$ cat src/rtl/proj_pkg.sv
// Shared instruction types and the opcode extractor used by the queue and the control FSM decoder.
package proj_pkg;
   localparam int INSTR_W = 16;
   localparam int OP_W    = 4;

   typedef logic [INSTR_W-1:0] instr_t;
   typedef logic [OP_W-1:0]    opcode_t;

   function automatic opcode_t get_opcode(instr_t instr);
      return instr[INSTR_W-1 -: OP_W];
   endfunction
endpackage

$ cat src/rtl/instr_queue_ptr.sv
// Circular index 0..DEPTH-1; wraps by explicit compare so DEPTH need not be a power of two.
// Single-cycle update; clr wins over inc.
module instr_queue_ptr #(
   parameter int DEPTH = 4,
   parameter int PTR_W = (DEPTH > 1) ? $clog2(DEPTH) : 1
) (
   input  logic             clk,
   input  logic             rst_n,
   input  logic             clr,
   input  logic             inc,
   output logic [PTR_W-1:0] ptr
);
   logic [PTR_W-1:0] ptr_q, ptr_d;

   always_comb begin
      ptr_d = ptr_q;
      if (clr) begin
         ptr_d = '0;
      end else if (inc) begin
         ptr_d = (ptr_q == PTR_W'(DEPTH - 1)) ? '0 : ptr_q + PTR_W'(1);
      end
   end

   always_ff @(posedge clk or negedge rst_n) begin
      if (!rst_n) ptr_q <= '0;
      else        ptr_q <= ptr_d;
   end

   assign ptr = ptr_q;
endmodule

$ cat src/rtl/instr_queue.sv
// In-order instruction buffer between fetch and the control FSM; head visible combinationally, 1-cycle load-to-out.
// A load into a full queue without a same-cycle take is dropped and sets the sticky ovf flag.
module instr_queue #(
   parameter int DATA_W = proj_pkg::INSTR_W,
   parameter int DEPTH  = 4,
   parameter int OP_W   = proj_pkg::OP_W
) (
   input  logic                       clk,
   input  logic                       rst_n,
   input  logic [DATA_W-1:0]          data,
   input  logic                       load,
   input  logic                       take,
   input  logic                       flush,
   output logic [DATA_W-1:0]          out,
   output logic [OP_W-1:0]            opcode,
   output logic                       valid,
   output logic                       full,
   output logic [$clog2(DEPTH+1)-1:0] count,
   output logic                       ovf
);
   import proj_pkg::*;

   localparam int CNT_W = $clog2(DEPTH + 1);
   localparam int PTR_W = (DEPTH > 1) ? $clog2(DEPTH) : 1;

   if (OP_W > DATA_W) begin : g_op_chk
      $error("instr_queue: OP_W must not exceed DATA_W");
   end
   if (DEPTH < 1 || DEPTH > 16) begin : g_depth_chk
      $error("instr_queue: DEPTH must be within 1..16");
   end

   logic [DATA_W-1:0] mem_q [DEPTH];
   logic [DATA_W-1:0] mem_d [DEPTH];
   logic [CNT_W-1:0]  count_q, count_d;
   logic              ovf_q, ovf_d;
   logic [PTR_W-1:0]  wr_ptr, rd_ptr;
   logic              push, pop;

   assign valid = (count_q != '0);
   assign full  = (count_q == CNT_W'(DEPTH));
   assign count = count_q;
   assign ovf   = ovf_q;

   // A full queue still accepts a load when the head leaves on the same edge.
   assign pop  = !flush && take && valid;
   assign push = !flush && load && (!full || pop);

   always_comb begin
      count_d = count_q;
      ovf_d   = ovf_q;
      if (flush) begin
         count_d = '0;
         ovf_d   = 1'b0;
      end else begin
         count_d = count_q + CNT_W'(push) - CNT_W'(pop);
         if (load && full && !take) ovf_d = 1'b1;
      end
   end

   always_comb begin
      mem_d = mem_q;
      if (push) mem_d[wr_ptr] = data;
   end

   always_ff @(posedge clk or negedge rst_n) begin
      if (!rst_n) begin
         count_q <= '0;
         ovf_q   <= 1'b0;
      end else begin
         count_q <= count_d;
         ovf_q   <= ovf_d;
      end
   end

   // Storage contents are don't-care after reset, so no reset here.
   always_ff @(posedge clk) begin
      mem_q <= mem_d;
   end

   instr_queue_ptr #(.DEPTH(DEPTH), .PTR_W(PTR_W)) u_wr_ptr (
      .clk   (clk),
      .rst_n (rst_n),
      .clr   (flush),
      .inc   (push),
      .ptr   (wr_ptr)
   );

   instr_queue_ptr #(.DEPTH(DEPTH), .PTR_W(PTR_W)) u_rd_ptr (
      .clk   (clk),
      .rst_n (rst_n),
      .clr   (flush),
      .inc   (pop),
      .ptr   (rd_ptr)
   );

   assign out = valid ? mem_q[rd_ptr] : '0;

   if (DATA_W == INSTR_W && OP_W == proj_pkg::OP_W) begin : g_op_pkg
      assign opcode = get_opcode(out);
   end else begin : g_op_slice
      assign opcode = out[DATA_W-1 -: OP_W];
   end
endmodule

$ cat config.mk
export PLATFORM = sky130hd
export DESIGN_NAME = instr_queue
export DESIGN_NICKNAME = d
export VERILOG_FILES = /design/src/rtl/proj_pkg.sv /design/src/rtl/instr_queue_ptr.sv /design/src/rtl/instr_queue.sv
export SDC_FILE = /design/constraint.sdc
export NUM_CORES = 1
export LEC_CHECK = 0
export ABC_AREA = 1
export CAP_MARGIN = 25
export CORE_MARGIN = 2
export CORE_UTILIZATION = 40
export CTS_CLUSTER_DIAMETER = 80
export DETAILED_ROUTE_END_ITERATION = 8
export GPL_ROUTABILITY_DRIVEN = 1
export HOLD_SLACK_MARGIN = 0.05
export PLACE_DENSITY_LB_ADDON = 0.25
export SYNTH_ARGS = -nofsm -noshare
export SYNTH_HDL_FRONTEND = slang
export SYNTH_SLANG_ARGS = --single-unit
$ cat constraint.sdc
create_clock -name clk -period 5.5 [get_ports clk]
set_input_delay 1.1 -clock clk [delete_from_list [all_inputs] [get_ports clk]]
set_output_delay 1.1 -clock clk [all_outputs]
set_load 0.1 [all_outputs]
==> reports/metrics.cfg <==
[yosys]
synth_top_area_cell = edfxtp_1
synth_top_area_frac = 0.614
synth.avg_cell_area_um2 = 11.4
synth_area_um2 = 3130
synth_cell_types = 24
synth_cells = 275
ys_seq_elements = 72
ys_seq_area_frac = 0.678
ys_top_cells_by_area = edfxtp_1 61%, nand2_1 8.6%, dfrtp_1 6.4%
synth_warnings = 0
synth_fp_nets = 304

[finish]
final_area_um2 = 3820
register_area_um2 = 2120
diodes = 0
multiInputGateArea_um2 = 810
fillers = 676
final_nets = 350
layout-drive-gt1-share = 0.0800
area.growth.synth_to_final_pct = 22.1

[place]
place_area_um2 = 3640
io_buffers = 46
pre_cts_slack_ns = 1.71
place_hpwl_um = 3540
place.gp.congestion = 0.728

[sta]
setup_viol = 0
clock_skew_ns = 0.00807
fmax_mhz = 244
tns_ns = 0
maxSlewViolCount = 0
period_share = 0.746
fin_crit_ns = 4.10
rsz0062_at_grt = false
maxSlewHeadroom = 0.341
tightest_slew_ns = 0.986
hold_viol = 0
layout_setup_ws_ns = 1.40

[grt]
antenna_found_initial = 0
gr-total-overflow = 0
grt_max_degree = 33
grt_usage = 0.146
grt_pass1_vias = 1918
grt_pass1_wl_um = 9220

[setup_path]
critical_path.max_fanout = 32
worst-path-buf-inv = 2
path_cells = inv_1, nand2_1, a21oi_1, clkdlybuf4s50_1
crit_path_top_delay_cell = clkdlybuf4s50_1
r2r_setup_slack_ns = 3.41
r2r-end = count[2]
worstSetupEndpointType = primary output
critPathLaunch = u_rd_ptr.ptr[1]
worst_setup_path_start_kind = flip-flop
worst-path-stages = 4
cp_top_family = buffers and inverters
r2r_cells = 10
slowest_delay_ns = 1.16
critPathKind = flip-flop to primary output
setup.worst_path.end = out[2]
cp.required_ns = 4.40
reg2reg_from = count[1]
crit_arrival_ns = 3.00

[clock_tree]
post_cts_buffers = 0
cts_root_buffer = clkbuf_8
clkTransAtPathRegs_ns = 0.07
clock_latency_ns = 0.33
cts_tree = built
cts.sinks = 72
cts_resized = 0
ctsHoldBuffers = 0
clockBufferDepth = 2
cts_made_buffers = 9
cts.htree.levels = 3

[routing]
drc = 0
ant_nets = 0
drt-initial-drc-count = 111
vias = 1993
wl_um = 5770
first_pass_iters = 4
wl_per_cell_um = 13.5
vias_per_cell = 4.67

[hold_path]
holdCritStartpoint = ovf
hp-class = flip-flop to flip-flop

[floorplan]
core.rowCount = 32
ioPinCount = 47
fp.dieH_um = 92.4
initial_core_util = 0.409
core_um2 = 7650
die_w_um = 92.4
die_area_um2 = 8540

[run]
drv_cap = 0

[run_status]
outcome = complete, no violations

-- cells in the mapped netlist, drive strengths merged --
master	count
nand2	74
xor2	1
a21oi	16
inv	17
buf	16
ha	7
nor3	1
edfxtp	64
o21ai	17
fa	1
dfrtp	8
nor2	43
nand4	3
nand3	7
-- placed cells by master (no fill, tap or decap), drive strengths merged --
| master | n |
|---|---|
| a21oi | 16 |
| buf | 5 |
| bufinv | 1 |
| clkbuf | 9 |
| clkdlybuf4s50 | 46 |
| clkinv | 5 |
| dfrtp | 8 |
| edfxtp | 64 |
| fa | 1 |
| ha | 7 |
| inv | 17 |
| nand2 | 74 |
| nand3 | 7 |
| nand4 | 3 |
| nor2 | 43 |
| nor3 | 1 |
| o21ai | 17 |
| xor2 | 1 |
-- registers in the layout, indices dropped and copies added (netlist names) --
name	count
mem_q	64
u_wr_ptr.ptr	2
count	3
u_rd_ptr.ptr	2
ovf	1
-- metal layers --
layer  GRT usage  vias up  share of wire
met2       0.232       45           0.50
met3      0.0366       11          0.045
li1            -     1008              -
met5           0        -              0
met4       0.101        0          0.024
met1       0.176      929           0.43
-- worst register-to-register path: cells and delay by family (launching register included) --
family,cells,cell delay [ns]
adder cells (fa/ha/maj),3,0.77
buffers and inverters,2,0.11
flip-flops,1,0.47
AND/OR/NAND/NOR,5,0.64
-- cell families (layout without fill, tap and decap cells) --
family          count (synthesis)  count (layout)  share of synthesized area
compound gates                 33              33                     0.0552
fa+ha+maj                       8               8                     0.0344
xor+xnor                        1               1                    0.00280
flops                          72              72                      0.678
buf+inv                        33              83                     0.0628
simple gates                  128             128                      0.166
-- worst min-delay path by stage --
stage,end,slack (ns),depth (start not counted)
finish,ovf,0.51,2
global route,ovf,0.58,2
CTS,ovf,0.52,2
detailed placement,ovf,0.51,2
global placement,ovf,0.49,2
floorplan,u_rd_ptr.ptr[1],0.50,2
-- layout make-up --
type                    count  area share
clock buffers               9      0.0324
clock inverters             6      0.0134
well taps                 102      0.0334
inverters                  17      0.0174
repair buffers             51       0.136
multi-input cells         170       0.212
flip-flops and latches     72       0.556
-- through the flow --
step,util,instances,hold slack [ns]
after global placement,0.473,411,0.490
final,0.499,427,0.514
after detailed placement,0.476,412,0.505
after CTS,0.499,427,0.524
after floorplan,-,275,0.496
after global routing,0.499,427,0.579
Power is left out: the tool's default activity adds up to more than one toggle a clock period on the data nets, which glitch-free logic cannot reach.
